--- src/rtl/logic_unit_pipe.sv ---
// Bitwise logic unit with a one-deep registered output and an optional
// accumulate-burst mode that folds several beat results into one output.
module logic_unit_pipe #(
  parameter int WIDTH = 16,
  parameter int CNT_W = 8
) (
  input  logic             clk,
  input  logic             rst_n,
  input  logic             in_valid,
  output logic             in_ready,
  input  logic [2:0]       op,
  input  logic [WIDTH-1:0] A,
  input  logic [WIDTH-1:0] B,
  input  logic             acc,
  input  logic [1:0]       fold,
  input  logic             last,
  output logic             out_valid,
  input  logic             out_ready,
  output logic [WIDTH-1:0] out,
  output logic             zero,
  output logic             ones,
  output logic [CNT_W-1:0] cnt
);

  typedef enum logic {IDLE, ACCUM} state_t;

  localparam logic [CNT_W-1:0] CNT_ONE = CNT_W'(1);
  localparam logic [CNT_W-1:0] CNT_MAX = '1;

  state_t           state, state_d;
  logic [WIDTH-1:0] accum, accum_d;
  logic [CNT_W-1:0] count, count_d, count_inc;
  logic [1:0]       fold_q, fold_d;
  logic [WIDTH-1:0] r, folded, out_d;
  logic [CNT_W-1:0] cnt_d;
  logic             accept, load_out;

  assign in_ready = !out_valid || out_ready;
  assign accept   = in_valid && in_ready;

  always_comb begin
    unique case (op)
      3'b000:  r = A & B;
      3'b001:  r = A | B;
      3'b010:  r = A ^ B;
      3'b011:  r = ~(A & B);
      3'b100:  r = ~(A | B);
      3'b101:  r = ~(A ^ B);
      3'b110:  r = ~A;
      default: r = A;
    endcase
  end

  // Fold code 11 is deliberately treated the same as AND.
  always_comb begin
    unique case (fold_q)
      2'b01:   folded = accum | r;
      2'b10:   folded = accum ^ r;
      default: folded = accum & r;
    endcase
  end

  assign count_inc = (count == CNT_MAX) ? count : count + CNT_ONE;

  // NOTE: every signal written here gets a default first so no latch is inferred.
  always_comb begin
    state_d  = state;
    accum_d  = accum;
    count_d  = count;
    fold_d   = fold_q;
    load_out = 1'b0;
    out_d    = r;
    cnt_d    = CNT_ONE;
    if (accept) begin
      if (!acc) begin
        load_out = 1'b1;
      end else if (state == IDLE) begin
        accum_d = r;
        count_d = CNT_ONE;
        fold_d  = fold;
        if (last) load_out = 1'b1;
        else      state_d  = ACCUM;
      end else begin
        accum_d = folded;
        count_d = count_inc;
        if (last) begin
          load_out = 1'b1;
          out_d    = folded;
          cnt_d    = count_inc;
          state_d  = IDLE;
        end
      end
    end
  end

  // NOTE: sequential state uses non-blocking assignments only, so every
  // register samples the pre-edge values regardless of statement order.
  always_ff @(posedge clk or negedge rst_n) begin
    if (!rst_n) begin
      state     <= IDLE;
      accum     <= '0;
      count     <= '0;
      fold_q    <= 2'b00;
      out       <= '0;
      cnt       <= '0;
      zero      <= 1'b1;
      ones      <= 1'b0;
      out_valid <= 1'b0;
    end else begin
      state  <= state_d;
      accum  <= accum_d;
      count  <= count_d;
      fold_q <= fold_d;
      if (load_out) begin
        out       <= out_d;
        cnt       <= cnt_d;
        zero      <= (out_d == '0);
        ones      <= (out_d == '1);
        out_valid <= 1'b1;
      end else if (out_ready) begin
        out_valid <= 1'b0;
      end
    end
  end

endmodule

--- config.mk ---
export PLATFORM = sky130hd
export DESIGN_NAME = logic_unit_pipe
export DESIGN_NICKNAME = d
export VERILOG_FILES = /design/src/rtl/logic_unit_pipe.sv
export SDC_FILE = /design/constraint.sdc
export NUM_CORES = 1
export LEC_CHECK = 0
export ABC_AREA = 1
export CAP_MARGIN = 15
export CORE_UTILIZATION = 50
export DETAILED_ROUTE_END_ITERATION = 6
export GPL_ROUTABILITY_DRIVEN = 0
export PLACE_DENSITY = 0.84
export SLEW_MARGIN = 20
export SYNTH_ARGS = -nofsm -noshare
export SYNTH_HDL_FRONTEND = slang
export SYNTH_SLANG_ARGS = --single-unit
--- constraint.sdc ---
create_clock -name clk -period 3.2 [get_ports clk]
set_clock_uncertainty 0.2 [all_clocks]
set_input_delay 0.64 -clock clk [delete_from_list [all_inputs] [get_ports clk]]
set_output_delay 0.64 -clock clk [all_outputs]
set_load 0.05 [all_outputs]
==> results.toml, run 1 <==
[status]
outcome = "finished clean"

[sta]
maxSlewHeadroom_pct = 52.7
clock.fmax_mhz = 327
post-route-min-period_ns = 3.06
finalMaxSlewViolations = 0
min_hold_slack_ns = 0.144
period_share_pct = 95.5
worst-slew-pin-transition_ns = 0.709
timing.final.hold_violations = 0
setup_violations = 0

[yosys]
synth_top_flop_cell = "sky130_fd_sc_hd__dfrtp_1"
syn_avg_cell_area_um2 = 6.39
postSynthNetCount = 936
postSynthCellCount = 826
synth_seq_cells = 54
netlist_top_cells_area = "sky130_fd_sc_hd__dfrtp_1 25%, sky130_fd_sc_hd__nand2_1 21%, sky130_fd_sc_hd__ha_1 16%"
ys_async_sr_fraction_pct = 100
netlist.area_leader.share_pct = 25.1
synth_edf_count = 0
netlist_area_um2 = 5280
synth.distinct_cells = 30
synth-warning-count = 0
yosysTopAreaCell = "sky130_fd_sc_hd__dfrtp_1"
synth-seq-area-share_pct = 25.6

[power_and_ir_drop]
peakVddDrop_v = 0.000227
p_leak_nw = 4.09
pwrdens_nw_per_um2 = 402
power.total_mw = 2.94

[detailed_routing]
drc_errors = 0
detail_route.wirelength_um = 15500
postRouteAntennaNets = 0
vias_per_cell = 5.31
via_count = 6017
detail_route.wl_per_cell_um = 13.6
initialDrtViolationCount = 461
drt_pass1_iterations = 7

[critical_path]
worst_setup_path_end_kind = "flip-flop"
r2r_slack_ns = 0.82
reg2reg_from = "fold_q[0]"
worst_setup_path_start_kind = "input port"
critical_path_peak_fanout = 3
timing.rr.end = "ones"
r2r.worst_path.cells = 12
worst-endpoint-arrival_ns = 3.10
crit_path_category = "input port to flip-flop"
worst_ep_required_time_ns = 3.25

[clock_network]
clk_path_buf_depth = 2
clock_tree_from_tritoncts = "built"
clock_sink_count = 54
tritoncts.num_buffers = 5
worst_skew_pair.late_latency_ns = 0.31
root_buffer = "sky130_fd_sc_hd__clkbuf_8"
deepest_level_of_the_cts_h_tree = 2
clk_pin_slew_ns = 0.10

[floorplan]
die_x_um = 105
io_pins = 71
row_count = 37
die_height_um = 105
floorplan.core_area_um2 = 10300
initial_core_util_pct = 51.4
die_area_um2 = 11000

[placement]
placement.io_buffers = 70
dpl_hpwl_um = 11300
placed_cells = 1114
dpl_cell_area_um2 = 6910

[layout]
layout_filler_cell_count = 831
stdcell_area_um2 = 7300
fraction_of_layout_instances_using_a_drive_strength_above_1_pct = 20.4
final_core_utilization_pct = 71.0
final_nets = 1108
flow.area_growth_from_synthesis_pct = 38.3
stdcell_count = 1134
antenna_cells = 0

[grt]
grt_max_degree = 30
grt-ovfl-total = 0
initial_antenna_violation_count = 0
track_usage_pct = 27.4
number_of_global_route_vias_before_repair = 5530
grt_pass1_wl_um = 24900

[worst_hold_path]
min-delay-path-class = "input port to async pin"

[flow_run]
max_cap_viol_count = 0
## flip-flops by register name, summed over array words and instances (netlist names)
signal and count:
accum 16, cnt 8, count 8, fold_q 2, ones 1, out 16, out_valid 1, state 1
zero 1
## cells by family after synthesis
group / share of synthesized area, %
simple gates: 36.6
buf+inv: 11.3
compound gates: 9.86
fa+ha+maj: 15.9
flops: 25.6
xor+xnor: 0.498
mux: 0.190
## synth_stat cells (2+ instances only)
library cell               count
sky130_fd_sc_hd__o21bai_1      2
sky130_fd_sc_hd__inv_1       109
sky130_fd_sc_hd__buf_2        16
sky130_fd_sc_hd__a22oi_1      16
sky130_fd_sc_hd__ha_1         67
sky130_fd_sc_hd__clkbuf_1     16
sky130_fd_sc_hd__nand3b_1     18
sky130_fd_sc_hd__nand2_1     293
sky130_fd_sc_hd__xor2_1        2
sky130_fd_sc_hd__o21ai_0      60
sky130_fd_sc_hd__a21oi_1       8
sky130_fd_sc_hd__nand2_2       4
sky130_fd_sc_hd__buf_1         5
sky130_fd_sc_hd__dfrtp_1      53
sky130_fd_sc_hd__nor2_1       53
sky130_fd_sc_hd__nand3_1      66
sky130_fd_sc_hd__o22ai_1       2
sky130_fd_sc_hd__nand4_1      19
sky130_fd_sc_hd__o22a_1        2
sky130_fd_sc_hd__inv_2         5
## area by class of cell
class	count	area [µm²]	share of cell area, %
inverters	115	434	5.95
clock buffers	5	68.8	0.943
repair buffers	203	1760	24.2
well taps	136	170	2.33
clock inverters	2	15.0	0.206
flip-flops and latches	54	1350	18.5
multi-input cells	619	3500	47.9
## per-stage QoR
stage	worst slack (ns)	setup TNS, ns
floorplan	0.471	0
global placement	-0.240	-2.77
detailed placement	-0.285	-4.69
CTS	0.000236	0
global route	-0.0452	-0.0651
finish	0.143	0
## cells in the final DEF, fill, tap and decap left out, types with 2 or more instances in the layout
| cell type | instances |
|---|---|
| sky130_fd_sc_hd__nand2_1 | 261 |
| sky130_fd_sc_hd__buf_4 | 130 |
| sky130_fd_sc_hd__inv_1 | 102 |
| sky130_fd_sc_hd__nand3_1 | 65 |
| sky130_fd_sc_hd__ha_1 | 62 |
| sky130_fd_sc_hd__dfrtp_1 | 53 |
| sky130_fd_sc_hd__clkdlybuf4s50_1 | 52 |
| sky130_fd_sc_hd__nor2_1 | 49 |
| sky130_fd_sc_hd__o21ai_0 | 43 |
| sky130_fd_sc_hd__nand2_2 | 36 |
| sky130_fd_sc_hd__nand4_1 | 19 |
| sky130_fd_sc_hd__nand3b_1 | 18 |
| sky130_fd_sc_hd__o21ai_1 | 17 |
| sky130_fd_sc_hd__a22oi_1 | 16 |
| sky130_fd_sc_hd__dlymetal6s2s_1 | 16 |
| sky130_fd_sc_hd__inv_2 | 11 |
| sky130_fd_sc_hd__a21oi_1 | 7 |
| sky130_fd_sc_hd__ha_4 | 5 |
| sky130_fd_sc_hd__clkbuf_8 | 5 |
| sky130_fd_sc_hd__nor2_2 | 3 |
| sky130_fd_sc_hd__nor2_4 | 2 |
| sky130_fd_sc_hd__nand3_2 | 2 |
| sky130_fd_sc_hd__xor2_1 | 2 |
| sky130_fd_sc_hd__o21bai_1 | 2 |
| sky130_fd_sc_hd__o22a_1 | 2 |
| sky130_fd_sc_hd__o22ai_1 | 2 |
| sky130_fd_sc_hd__clkinvlp_4 | 2 |
| sky130_fd_sc_hd__buf_12 | 2 |
## worst max-delay path by stage
stage | from | end | slack (ns) | depth (start not counted)
floorplan | op[2] | ones | 0.47 | 20
detailed placement | op[0] | ones | -0.28 | 21
global route | A[11] | ones | -0.05 | 19
finish | A[9] | ones | 0.14 | 19
global placement | op[1] | ones | -0.24 | 20
CTS | op[1] | ones | 0.0002 | 20
## critical path: stages
cell                              delay (ns)
sky130_fd_sc_hd__clkdlybuf4s50_1        0.47
sky130_fd_sc_hd__inv_1                  0.06
sky130_fd_sc_hd__ha_1                   0.30
sky130_fd_sc_hd__nand3b_1               0.17
sky130_fd_sc_hd__nand2_1                0.07
sky130_fd_sc_hd__nor2_1                 0.05
sky130_fd_sc_hd__nand2_2                0.11
sky130_fd_sc_hd__nand2_2                0.07
sky130_fd_sc_hd__ha_1                   0.28
sky130_fd_sc_hd__nand2_1                0.06
sky130_fd_sc_hd__o21ai_1                0.11
sky130_fd_sc_hd__nand2_1                0.08
sky130_fd_sc_hd__nand2_1                0.12
sky130_fd_sc_hd__nand2_1                0.07
sky130_fd_sc_hd__nand2_2                0.09
sky130_fd_sc_hd__nand2_1                0.05
sky130_fd_sc_hd__nor2_1                 0.11
sky130_fd_sc_hd__nand3_1                0.08
sky130_fd_sc_hd__o21bai_1               0.13
## repair_timing
| item | 4_1_cts | 5_1_grt |
|---|---|---|
| gates resized for setup | 0 | 85 |
| hold endpoints to repair | 0 | 0 |
| setup endpoints to repair | 0 | 30 |
| hold buffers | 0 | 0 |
| buffers inserted | 0 | 12 |
## per-layer routing
metal  routed length [µm]  track usage (%)  up-vias
li1                     -                -     2961
met2                 7610             48.0      292
met5                    0                0        -
met1                 6480             35.8     2729
met3                 1100             2.74       35
met4                  284             7.44        0
## power breakdown
part / total, mW / internal [mW] / switching [mW]
clock: 0.384 / 0.150 / 0.234
sequential: 0.913 / 0.811 / 0.102
combinational: 1.64 / 0.688 / 0.950
Note: power is estimated with default switching activity, not from simulation.
==> run 2, diff against run 1 <==
- SETUP_SLACK_MARGIN: unset -> 0.3
==> run 2 against run 1 <==
Combinational power up 18%; total power up 11%; sequential power up 0.4%; count of clock-buffer cells in the layout unchanged; die area unchanged; final area up 6.1%; fmax up 6.1%; global-route usage up 2.2 points; first-iteration DRC count up 24%; setup slack better by 0.17 ns; routed wire length up 17%; via count up 7.6%.
==> results.toml, run 2 (synthesized netlist as in run 1, its figures left out) <==
[clock_network]
clock_tree_from_tritoncts = "built"
tritoncts.num_buffers = 5
clock_sink_count = 54
worst_skew_pair.late_latency_ns = 0.32
clk_pin_slew_ns = 0.11
root_buffer = "sky130_fd_sc_hd__clkbuf_8"
cts_hold_repair.buffers = 0
clk_path_buf_depth = 2
deepest_level_of_the_cts_h_tree = 2

[grt]
initial_antenna_violation_count = 0
track_usage_pct = 29.6
number_of_global_route_vias_before_repair = 6000
grt-ovfl-total = 0
grt_pass1_wl_um = 26900
grt_max_degree = 30

[status]
outcome = "finished clean"

[layout]
final_nets = 1144
flow.area_growth_from_synthesis_pct = 46.8
mostFrequentLayoutCell = "sky130_fd_sc_hd__nand2_1"
antenna_cells = 0
layout_top_registers = "accum x16, out x16"
mostFrequentLayoutCells = "243 x sky130_fd_sc_hd__nand2_1, 164 x sky130_fd_sc_hd__buf_4, 86 x sky130_fd_sc_hd__inv_1, 64 x sky130_fd_sc_hd__nand3_1, 53 x sky130_fd_sc_hd__dfrtp_1"
fraction_of_layout_instances_using_a_drive_strength_above_1_pct = 30.5

[power_and_ir_drop]
p_leak_nw = 4.19
power.total_mw = 3.25
p_comb_share_pct = 59.9
p_int_mw = 1.79
total_switching_power_mw = 1.46
power_switching_share_pct = 45.0
share_seq_of_total_power_pct = 28.3
pwrdens_nw_per_um2 = 419
peakVddDrop_v = 0.000258
pwr-share-clk_pct = 11.9

[critical_path]
critical_path_peak_fanout = 3
crit_path_category = "input port to flip-flop"
worst_ep_required_time_ns = 3.26
worst_setup_path_end_kind = "flip-flop"
worst_setup_path_start_kind = "input port"
worst-endpoint-arrival_ns = 2.94

[floorplan]
die_x_um = 105
floorplan.core_area_um2 = 10300
io_pins = 71
row_count = 37
die_height_um = 105
initial_core_util_pct = 51.4
die_area_um2 = 11000

[sta]
finalMaxSlewViolations = 0
grt_setup_unrepaired = "yes"
min_hold_slack_ns = 0.138
timing.final.hold_violations = 0
clock.fmax_mhz = 347
worst-slew-pin-transition_ns = 0.760
period_share_pct = 90.1
maxSlewHeadroom_pct = 49.4
post-route-min-period_ns = 2.88
setup_violations = 0

[detailed_routing]
initialDrtViolationCount = 570
vias_per_cell = 5.54
drc_errors = 0
drt_pass1_iterations = 5
detail_route.wirelength_um = 18100
detail_route.wl_per_cell_um = 15.5
postRouteAntennaNets = 0
via_count = 6477

[placement]
dpl_hpwl_um = 11300
placement.io_buffers = 70

[worst_hold_path]
min-delay-path-class = "input port to async pin"

[flow_run]
max_cap_viol_count = 0
==> run 2: layout make-up <==
cell class | count | area (µm²)
Clock buffer | 5 | 68.8
Clock inverter | 2 | 15.0
Fill cell | 738 | 2530
Inverter | 115 | 439
Multi-Input combinational cell | 619 | 3770
Sequential cell | 54 | 1350
Tap cell | 136 | 170
Timing Repair Buffer | 239 | 1930
==> run 2: through the flow <==
stage	worst slack, ns	instances	area, µm²	util [%]	setup TNS [ns]
after global placement	-0.240	1114	6910	67.2	-2.77
final	0.318	1170	7750	75.4	0
after detailed placement	-0.285	1114	6910	67.2	-4.69
after global routing	0.179	1170	7750	75.4	0
after floorplan	0.471	826	5280	-	0
after CTS	0.299	1155	7390	71.9	0
==> run 2: worst paths after layout <==
kind,from,endpoint,slack (ns),depth (start not counted)
worst min register to register,out[1],out[1],0.29,2
worst min-delay path,rst_n,accum[4],0.14,1
max in group asynchronous,rst_n,zero,1.93,2
worst max register to register,fold_q[0],ones,0.70,12
min in group clk,out[1],out[1],0.29,2
worst max-delay path,B[3],zero,0.32,20
==> run 2: metal layers <==
metal	GRT usage [%]	routed length, µm	up-vias
met5	0	0	-
met4	11.4	746	0
li1	-	-	3029
met2	52.6	8820	445
met3	3.49	1570	86
met1	36.5	6960	2917
==> run 2: power by group through the flow <==
| stage | logic (mW) | registers (mW) | clock network (mW) |
|---|---|---|---|
| finish | 1.94 | 0.917 | 0.386 |
| global route | 2.08 | 0.930 | 0.411 |
| detailed placement | 1.50 | 0.923 | 0 |
| global placement | 1.45 | 0.915 | 0 |
| floorplan | 0.710 | 1.07 | 0 |
| CTS | 1.65 | 0.910 | 0.385 |
==> run 2: timing repair <==
item | in CTS | in global routing
setup buffers | 33 | 15
pin swaps | 58 | 65
setup endpoints to repair | 34 | 32
gates cloned | 1 | 0
resized for setup | 97 | 123
==> run 2: critical path, cell delays in order <==
cell                              delay, ns
sky130_fd_sc_hd__clkdlybuf4s15_1       0.21
sky130_fd_sc_hd__inv_2                 0.06
sky130_fd_sc_hd__ha_4                  0.23
sky130_fd_sc_hd__nand3b_1              0.14
sky130_fd_sc_hd__nand2_1               0.06
sky130_fd_sc_hd__nor2_1                0.04
sky130_fd_sc_hd__nand2_1               0.10
sky130_fd_sc_hd__nand2_2               0.09
sky130_fd_sc_hd__ha_1                  0.33
sky130_fd_sc_hd__nand2_1               0.12
sky130_fd_sc_hd__o21ai_1               0.11
sky130_fd_sc_hd__nand2_1               0.09
sky130_fd_sc_hd__nand2_1               0.08
sky130_fd_sc_hd__nand2_1               0.09
sky130_fd_sc_hd__nand2_2               0.10
sky130_fd_sc_hd__nor2_2                0.12
sky130_fd_sc_hd__nand2_1               0.06
sky130_fd_sc_hd__nor2_1                0.09
sky130_fd_sc_hd__nand3_1               0.09
sky130_fd_sc_hd__nand2_1               0.09
